`src/rtl/bundle_decoder_if.sv`:
```
//------------------------------------------------------------------------------
// Module      : bundle_decoder_if
// Description : Handshake/result bus between the bundle fabric and the decoder.
// Revision    : 1.0 - initial release
//------------------------------------------------------------------------------
`default_nettype none

interface bundle_decoder_if #(
    parameter int N = 10
) ();
    logic [N-1:0]             bundle_i;
    logic                     bundle_valid_i;
    logic                     bundle_ready_o;
    logic                     bit_o;
    logic                     ambiguous_o;
    logic [$clog2(N+1)-1:0]   ones_o;
    logic                     valid_o;
    logic                     ready_i;

    modport slave (
        input  bundle_i, bundle_valid_i, ready_i,
        output bundle_ready_o, bit_o, ambiguous_o, ones_o, valid_o
    );

    modport master (
        output bundle_i, bundle_valid_i, ready_i,
        input  bundle_ready_o, bit_o, ambiguous_o, ones_o, valid_o
    );
endinterface

`default_nettype wire

```
`src/rtl/bundle_decoder.sv`:
```
//------------------------------------------------------------------------------
// Module      : bundle_decoder
// Description : Serial CHUNK-per-cycle popcount of an N-wire bundle with von
//               Neumann threshold decision. Optional statistics: BUNDLE_STATS_EN.
// Revision    : 1.0 - initial release
//------------------------------------------------------------------------------
`default_nettype none

module bundle_decoder #(
    parameter int N         = 10,
    parameter int CHUNK     = 2,
    parameter int LO_THRESH = 3,
    parameter int HI_THRESH = 7
) (
    input  logic              clk,
    input  logic              reset_n,
    bundle_decoder_if.slave   bus
`ifdef BUNDLE_STATS_EN
    ,
    input  logic              stats_clr_i,
    output logic [15:0]       ambig_cnt_o,
    output logic [31:0]       minority_cnt_o
`endif
);

    localparam int K  = (N + CHUNK - 1) / CHUNK;
    localparam int SW = K * CHUNK;
    localparam int CW = $clog2(N + 1);
    localparam int IW = (K > 1) ? $clog2(K) : 1;

    localparam logic [IW-1:0] LAST_IDX = IW'(K - 1);
    localparam logic [CW-1:0] HI_C     = CW'(HI_THRESH);
    localparam logic [CW-1:0] LO_C     = CW'(LO_THRESH);
    localparam logic [CW-1:0] HALF_C   = CW'(N / 2);
    localparam logic [CW-1:0] N_C      = CW'(N);

    typedef enum logic [1:0] {
        ST_IDLE  = 2'd0,
        ST_COUNT = 2'd1,
        ST_DONE  = 2'd2
    } state_t;

    state_t          state_q, state_d;
    logic [SW-1:0]   shadow_q, shadow_d;
    logic [CW-1:0]   acc_q, acc_d;
    logic [IW-1:0]   idx_q, idx_d;
    logic            bit_q, bit_d;
    logic            amb_q, amb_d;
    logic [CW-1:0]   ones_q, ones_d;

    logic [CW-1:0]   chunk_ones;
    logic [CW-1:0]   total;
    logic            dec_bit;
    logic            dec_amb;

    // The shadow is zero-padded to K*CHUNK wires and shifted down each cycle,
    // so the low CHUNK bits are always the current chunk and the tail is masked.
    always_comb begin
        chunk_ones = '0;
        for (int i = 0; i < CHUNK; i++) begin
            chunk_ones = chunk_ones + CW'(shadow_q[i]);
        end
        total = acc_q + chunk_ones;
    end

    // A tie (2c == N) in the ambiguous band resolves to 0.
    always_comb begin
        dec_bit = 1'b0;
        dec_amb = 1'b0;
        if (total >= HI_C) begin
            dec_bit = 1'b1;
        end else if (total > LO_C) begin
            dec_amb = 1'b1;
            dec_bit = (total > HALF_C);
        end
    end

    always_comb begin
        state_d  = state_q;
        shadow_d = shadow_q;
        acc_d    = acc_q;
        idx_d    = idx_q;
        bit_d    = bit_q;
        amb_d    = amb_q;
        ones_d   = ones_q;
        case (state_q)
            ST_IDLE: begin
                if (bus.bundle_valid_i) begin
                    shadow_d = SW'(bus.bundle_i);
                    acc_d    = '0;
                    idx_d    = '0;
                    state_d  = ST_COUNT;
                end
            end
            ST_COUNT: begin
                acc_d    = total;
                shadow_d = shadow_q >> CHUNK;
                idx_d    = idx_q + IW'(1);
                if (idx_q == LAST_IDX) begin
                    bit_d   = dec_bit;
                    amb_d   = dec_amb;
                    ones_d  = total;
                    state_d = ST_DONE;
                end
            end
            ST_DONE: begin
                if (bus.ready_i) begin
                    state_d = ST_IDLE;
                end
            end
            default: state_d = ST_IDLE;
        endcase
    end

    always_ff @(posedge clk) begin
        if (!reset_n) begin
            state_q  <= ST_IDLE;
            shadow_q <= '0;
            acc_q    <= '0;
            idx_q    <= '0;
            bit_q    <= 1'b0;
            amb_q    <= 1'b0;
            ones_q   <= '0;
        end else begin
            state_q  <= state_d;
            shadow_q <= shadow_d;
            acc_q    <= acc_d;
            idx_q    <= idx_d;
            bit_q    <= bit_d;
            amb_q    <= amb_d;
            ones_q   <= ones_d;
        end
    end

    assign bus.bundle_ready_o = (state_q == ST_IDLE);
    assign bus.valid_o        = (state_q == ST_DONE);
    assign bus.bit_o          = bit_q;
    assign bus.ambiguous_o    = amb_q;
    assign bus.ones_o         = ones_q;

`ifdef BUNDLE_STATS_EN
    logic [15:0]   ambig_q, ambig_d;
    logic [31:0]   minority_q, minority_d;
    logic          finish;
    logic [CW-1:0] minority_add;
    logic [32:0]   minority_sum;

    always_comb begin
        finish       = (state_q == ST_COUNT) && (idx_q == LAST_IDX);
        minority_add = dec_bit ? (N_C - total) : total;
        minority_sum = {1'b0, minority_q} + 33'(minority_add);
        ambig_d      = ambig_q;
        minority_d   = minority_q;
        if (stats_clr_i) begin
            ambig_d    = '0;
            minority_d = '0;
        end else if (finish) begin
            if (dec_amb && (ambig_q != 16'hFFFF)) begin
                ambig_d = ambig_q + 16'd1;
            end
            minority_d = minority_sum[32] ? 32'hFFFF_FFFF : minority_sum[31:0];
        end
    end

    always_ff @(posedge clk) begin
        if (!reset_n) begin
            ambig_q    <= '0;
            minority_q <= '0;
        end else begin
            ambig_q    <= ambig_d;
            minority_q <= minority_d;
        end
    end

    assign ambig_cnt_o    = ambig_q;
    assign minority_cnt_o = minority_q;
`endif

endmodule

`default_nettype wire
```
`src/flat_wrapper.sv`:
```
// flat-port wrapper written by rule: the top's interface ports become plain ports
module bundle_decoder_flat 
#(
    parameter int N         = 10,
    parameter int CHUNK     = 2,
    parameter int LO_THRESH = 3,
    parameter int HI_THRESH = 7
)
  (clk, reset_n, bus_bundle_i, bus_bundle_valid_i, bus_ready_i, bus_bundle_ready_o, bus_bit_o, bus_ambiguous_o, bus_ones_o, bus_valid_o);
  bundle_decoder_if #(.N(N)) bus_i ();
  input  logic clk;
  input  logic reset_n;
  input wire logic [$bits(bus_i.bundle_i)-1:0] bus_bundle_i;
  input wire logic [$bits(bus_i.bundle_valid_i)-1:0] bus_bundle_valid_i;
  input wire logic [$bits(bus_i.ready_i)-1:0] bus_ready_i;
  output wire logic [$bits(bus_i.bundle_ready_o)-1:0] bus_bundle_ready_o;
  output wire logic [$bits(bus_i.bit_o)-1:0] bus_bit_o;
  output wire logic [$bits(bus_i.ambiguous_o)-1:0] bus_ambiguous_o;
  output wire logic [$bits(bus_i.ones_o)-1:0] bus_ones_o;
  output wire logic [$bits(bus_i.valid_o)-1:0] bus_valid_o;
  assign bus_i.bundle_i = bus_bundle_i;
  assign bus_i.bundle_valid_i = bus_bundle_valid_i;
  assign bus_i.ready_i = bus_ready_i;
  assign bus_bundle_ready_o = bus_i.bundle_ready_o;
  assign bus_bit_o = bus_i.bit_o;
  assign bus_ambiguous_o = bus_i.ambiguous_o;
  assign bus_ones_o = bus_i.ones_o;
  assign bus_valid_o = bus_i.valid_o;
  bundle_decoder #(.N(N), .CHUNK(CHUNK), .LO_THRESH(LO_THRESH), .HI_THRESH(HI_THRESH)) u_core (.clk(clk), .reset_n(reset_n), .bus(bus_i));
endmodule
```
`config.mk`:
```
export PLATFORM = sky130hd
export DESIGN_NAME = bundle_decoder_flat
export DESIGN_NICKNAME = d
export VERILOG_FILES = /design/src/rtl/bundle_decoder_if.sv /design/src/rtl/bundle_decoder.sv /design/src/flat_wrapper.sv
export SDC_FILE = /design/constraint.sdc
export NUM_CORES = 1
export LEC_CHECK = 0
export CAP_MARGIN = 15
export CORE_MARGIN = 5
export CORE_UTILIZATION = 32
export CTS_CLUSTER_DIAMETER = 80
export DETAILED_ROUTE_END_ITERATION = 8
export HOLD_SLACK_MARGIN = 0.03
export PLACE_DENSITY = 0.64
export SYNTH_ARGS = -nofsm -noshare
export SYNTH_HDL_FRONTEND = slang
export SYNTH_SLANG_ARGS = --single-unit
```
`constraint.sdc`:
```
create_clock -name clk -period 2.5 [get_ports clk]
set_input_delay 0.375 -clock clk [delete_from_list [all_inputs] [get_ports clk]]
set_output_delay 0.375 -clock clk [all_outputs]
set_load 0.05 [all_outputs]
```
======== Word-level counts from Yosys, hierarchy flattened ========
Cells that the tools add are included.
operators by class
  add/sub/neg operators ................... 3
  order comparisons ....................... 3
  equal/unequal tests ..................... 6
  multiplexer cells ....................... 14
  reductions and logical operators ........ 5
operators with widths
  kind                                                            number
  case mux 10 bit (2 select lines)                                1
  two-way mux 10 bit                                              1
  case mux 4 bit (2 select lines)                                 1
  two-way mux 2 bit                                               3
  case mux 2 bit (3 select lines)                                 1
  case mux 3 bit (2 select lines)                                 1
  adder 4 bit                                                     1
  >= comparator 4 x 3 -> 1 bit (second input constant)            1
  greater-than comparator 4 x 2 -> 1 bit (second input constant)  1
  greater-than comparator 4 x 3 -> 1 bit (second input constant)  1
  two-way mux 1 bit                                               4
  two-way mux 4 bit                                               1
  != test 2 bit (second input constant)                           2
  AND reduction 2 bit                                             2
  adder 3 x 1 -> 3 bit (second input constant)                    1
  == test 3 bit (second input constant)                           1
  two-way mux 3 bit                                               1
  AND reduction 3 bit                                             1
  adder 1 x 1 -> 2 bit                                            1
  == test 2 x 1 -> 1 bit (second input constant)                  1
  == test 2 bit (second input constant)                           1
  logical NOT 2 bit                                               1
  != test 2 x 1 -> 1 bit (second input constant)                  1
  nonzero test 2 bit                                              1
word-level totals
  bits in registers ....................... 25
  input bits .............................. 14
  output and inout port bits .............. 8

======== Logic depth before layout (Yosys ltp) ========
  depth in word-level cells ............... 5
  mapped depth ............................ 7
  depth with buffers taken out ............ 7

======== Worst setup path after synthesis ========
Ideal clock, no wire load.
  path kind ............................... reg2reg
  start ................................... reg u_core.shadow_q[0]
  end ..................................... reg u_core.amb_q (netlist: u_core.bus.ambiguous_o)
  setup time .............................. 0.116 ns
  arrival time ............................ 1.668 ns
  required time ........................... 2.384 ns
  setup slack ............................. 0.716 ns
  cell stages (with the launch flop) ...... 8
  buffers on the path ..................... 0
  path through ............................ dfxtp_1 -> ha_1 -> ha_1 -> inv_1 -> fa_1 -> xnor2_1 -> a21boi_0 -> a41o_1
on the way
  cells in the longest elaborated chain, start to end .. 5
  elaborated cells on any way between the ends .. 6
RTL lines
  item                                    RTL line               RTL
  start: declaration                      bundle_decoder.sv:44   logic [SW-1:0] shadow_q, shadow_d;
  start signal: assignment                bundle_decoder.sv:126  shadow_q <= shadow_d;
  adder 1 x 1 -> 2 bit (*)                bundle_decoder.sv:61   chunk_ones = chunk_ones + CW'(shadow_q[i]);
  adder 4 bit (*)                         bundle_decoder.sv:63   total = acc_q + chunk_ones;
  greater-than comparator 4 x 2 -> 1 bit  bundle_decoder.sv:72   end else if (total > LO_C) begin
  two-way mux 1 bit                       bundle_decoder.sv:72
  two-way mux 1 bit (*)                   bundle_decoder.sv:70   if (total >= HI_C) begin
  end signal: assignment                  bundle_decoder.sv:130  amb_q <= amb_d;
  end: declaration                        bundle_decoder.sv:48   logic amb_q, amb_d;
Mark *: on every way between the ends. The rest lies on a longest branch, timed or not.
A chain may end at the register's enable or synchronous reset.

======== Worst setup path in the final report ========
  start ................................... reg u_core.state_q[1]
  end ..................................... out bus_valid_o
on the way
  cells in the longest elaborated chain, start to end .. 1
RTL lines
  item                      RTL line               RTL
  start: declaration        bundle_decoder.sv:43   state_t state_q, state_d;
  start signal: assignment  bundle_decoder.sv:125  state_q <= state_d;
  == test 2 bit             bundle_decoder.sv:136  assign bus.valid_o = (state_q == ST_DONE);
  end: declaration          flat_wrapper.sv:20     output wire logic [$bits(bus_i.valid_o)-1:0] bus_valid_o;
Every way passes these cells.

==> metrics.yaml <==
setup_viol: 0
timing.critical_path.fanout_max: 15
timing.max_slew.rel_slack_pct: 66.64
grt_overflow_total: 0
fin_area_sq_um: 1506
startpoint_type: "flip-flop"
syn-cell-area_sq_um: 1249
drt.antenna.violating_nets: 0
drc_errors: 0
maximum_number_of_buffers_from_clock_root_to_sink: 2
post_synth_num_cell_types: 40
row_count: 22
achievable_frequency_mhz: 435.1
rr_endpoint: "u_core.bus.ambiguous_o"
cts.sink_count: 25
area.sequential_sq_um: 500.5
timing.hold.worst.start: "u_core.shadow_q[4]"
n_fill_cell: 382
die_h_um: 72.47
floorplan.initialDensity_pct: 33.60
net_count_of_the_mapped_netlist: 156
detail_route.first_pass.iterations: 4
routedWlPerCell_um: 12.38
worstRegToRegCells: 7
asyncSetResetFlopFracSynth_pct: 0
cellPowerDensity_nw_per_um2: 523.8
postCtsHoldBufs: 0
grt_antenna_before_repair: 0
holdPathEnd: "u_core.shadow_q[2]"
number_of_stages_on_the_worst_hold_path: 2
cp-end-kind: "primary output"
grt_pass1_vias: 1017
finalSetupTns_ns: 0
num-nets-final: 175
grt_setup_unrepaired: "false"
area_growth_pct: 20.64
hold_viol: 0
final.hold.worst_slack_ns: 0.4922
path_clk_slew_ns: 0.10
rrSetupSlack_ns: 0.50
critical_path.reg2reg.startpoint: "u_core.shadow_q[0]"
worstPathArrival_ns: 1.92
syn_avg_cell_area_sq_um: 9.182
num_antenna_cells: 0
die_area_sq_um: 5251
synth_warnings: 0
cts.htree.levels: 1
crit_required_ns: 2.12
viasPerCell: 4.960
worst_setup_skew_after_layout_ns: 0.01119
total_cts_buffers: 3
criticalPathCategory: "flip-flop to primary output"
die_w_um: 72.47
period_minus_slack_ns: 2.298
dpl_cell_area_sq_um: 1458
io_pins: 22
tritoncts: "done"
wire_length_of_the_first_global_routing_pass_um: 4505
outcome: "completed"
yosys_most_used_dff: "dfxtp_1"
place.port_buffers: 21
post-dp-hpwl_um: 1829
hp-class: "flip-flop to flip-flop"
final_min_period_over_clock_period_pct: 91.94
grt_max_degree: 18
synth_enable_flop_cells: 0
core_area_sq_um: 3716
vdd.ir_drop.worst_mv: 0.3310
dr_total_vias: 1002
leakage_nw: 0.5827
timing.final.max_slew_violations: 0
cts_setup_buffers: 0
tightest_slew_ns: 0.4988
total_global_routing_track_utilization_pct: 10.50
insertion_delay_of_the_later_clocked_pin_in_the_worst_skew_pair_ns: 0.28
drtIter0Drc: 46
ys_seq_elements: 25
postCtsResizedCells: 0
final_replace_weighted_congestion: 0.7504
max-cap-violations: 0
drt-total-wl_um: 2501
clock_tree.root_cell: "clkbuf_8"
multiInputGateArea_sq_um: 641.9
postSynthCellCount: 136
drive_above_1_share_pct: 9.740
synth-seq-area-share_pct: 40.08
## worst max-delay path by stage
stage / from / end / slack, ns
after CTS: u_core.state_q[1] / bus_valid_o / 0.18
after floorplan: u_core.shadow_q[0] / u_core.bus.ambiguous_o / 0.72
after global routing: u_core.state_q[1] / bus_valid_o / 0.1
final: u_core.state_q[1] / bus_valid_o / 0.20
after detailed placement: u_core.state_q[1] / bus_valid_o / 0.49
after global placement: u_core.state_q[1] / bus_valid_o / 0.55
## cell type report
type,count,area share (%)
Clock buffer,3,2.741
Sequential cell,25,33.22
Inverter,8,1.993
Tap cell,48,3.987
Timing Repair Buffer,23,14.95
Multi-Input combinational cell,94,42.61
Clock inverter,1,0.4983
## flip-flops by register name, summed over array words and instances (netlist names)
signal	cells
u_core.idx_q	3
u_core.state_q	2
u_core.bus.ones_o	4
u_core.bus.ambiguous_o	1
u_core.shadow_q	10
u_core.acc_q	4
u_core.bus.bit_o	1
## per-layer routing
layer	GRT usage, %	wire length [um]	vias to the layer above
met3	2.909	77	2
met1	13.62	1271	472
met2	16.68	1123	17
li1	-	-	511
met4	3.689	28	0
met5	0	0	-
## power breakdown
| group | internal (mW) | leakage, nW | switching, mW |
|---|---|---|---|
| Sequential | 0.416 | 0.204 | 0.0107 |
| Clock | 0.113 | 0.0217 | 0.136 |
| Combinational | 0.0546 | 0.357 | 0.0586 |
| Total | 0.584 | 0.583 | 0.205 |
## placed cells by master, fill, tap and decap left out, drive strengths merged, types with 3 or more instances in the layout
cell            n
a21oi           8
o21ai           4
nor2b           7
nor2           17
inv             7
a311oi          5
a22oi           3
o221a           4
mux2i           3
dfxtp          25
nand2          13
clkdlybuf4s50  21
ha              5
clkbuf          3
## synthesized netlist by cell type (2+ instances only)
| cell | count | area share (%) |
|---|---|---|
| nand2_1 | 13 | 3.9 |
| nor3b_1 | 2 | 1.2 |
| inv_1 | 7 | 2.1 |
| nand3_1 | 2 | 0.80 |
| o21ai_0 | 3 | 1.2 |
| a22oi_1 | 3 | 1.8 |
| ha_1 | 5 | 5.0 |
| buf_6 | 4 | 3.6 |
| nor2b_1 | 7 | 3.5 |
| a311oi_1 | 5 | 3.5 |
| nor2_1 | 16 | 4.8 |
| a21oi_1 | 8 | 3.2 |
| o221a_2 | 4 | 3.6 |
| buf_4 | 3 | 1.8 |
| nand2b_1 | 2 | 1.0 |
| dfxtp_1 | 25 | 40 |
| mux2i_1 | 3 | 2.4 |
| a21o_1 | 2 | 1.2 |
## stage by stage
step                cells  power [mW]  worst slack, ns  utilization (%)
finish                202      0.7890           0.2016            40.54
global route          202      0.8267          0.09882            40.54
CTS                   202      0.7908           0.1836            40.54
detailed placement    198      0.5489           0.4854            39.23
global placement      198      0.5464           0.5480            39.23
floorplan             136      0.5145           0.7157                -
## cells by family after synthesis
family | Yosys count | share of synthesized area, %
compound gates | 36 | 22.75
xor+xnor | 1 | 0.7015
fa+ha+maj | 6 | 6.613
buf+inv | 17 | 8.516
flops | 25 | 40.08
mux | 3 | 2.405
simple gates | 48 | 18.94
## worst max-delay path: stages, from the launching register on
cell	delay (ns)
dfxtp_1	0.60
nor2b_1	0.23
clkdlybuf4s50_1	0.82
Power figures use the tool's default switching activity.
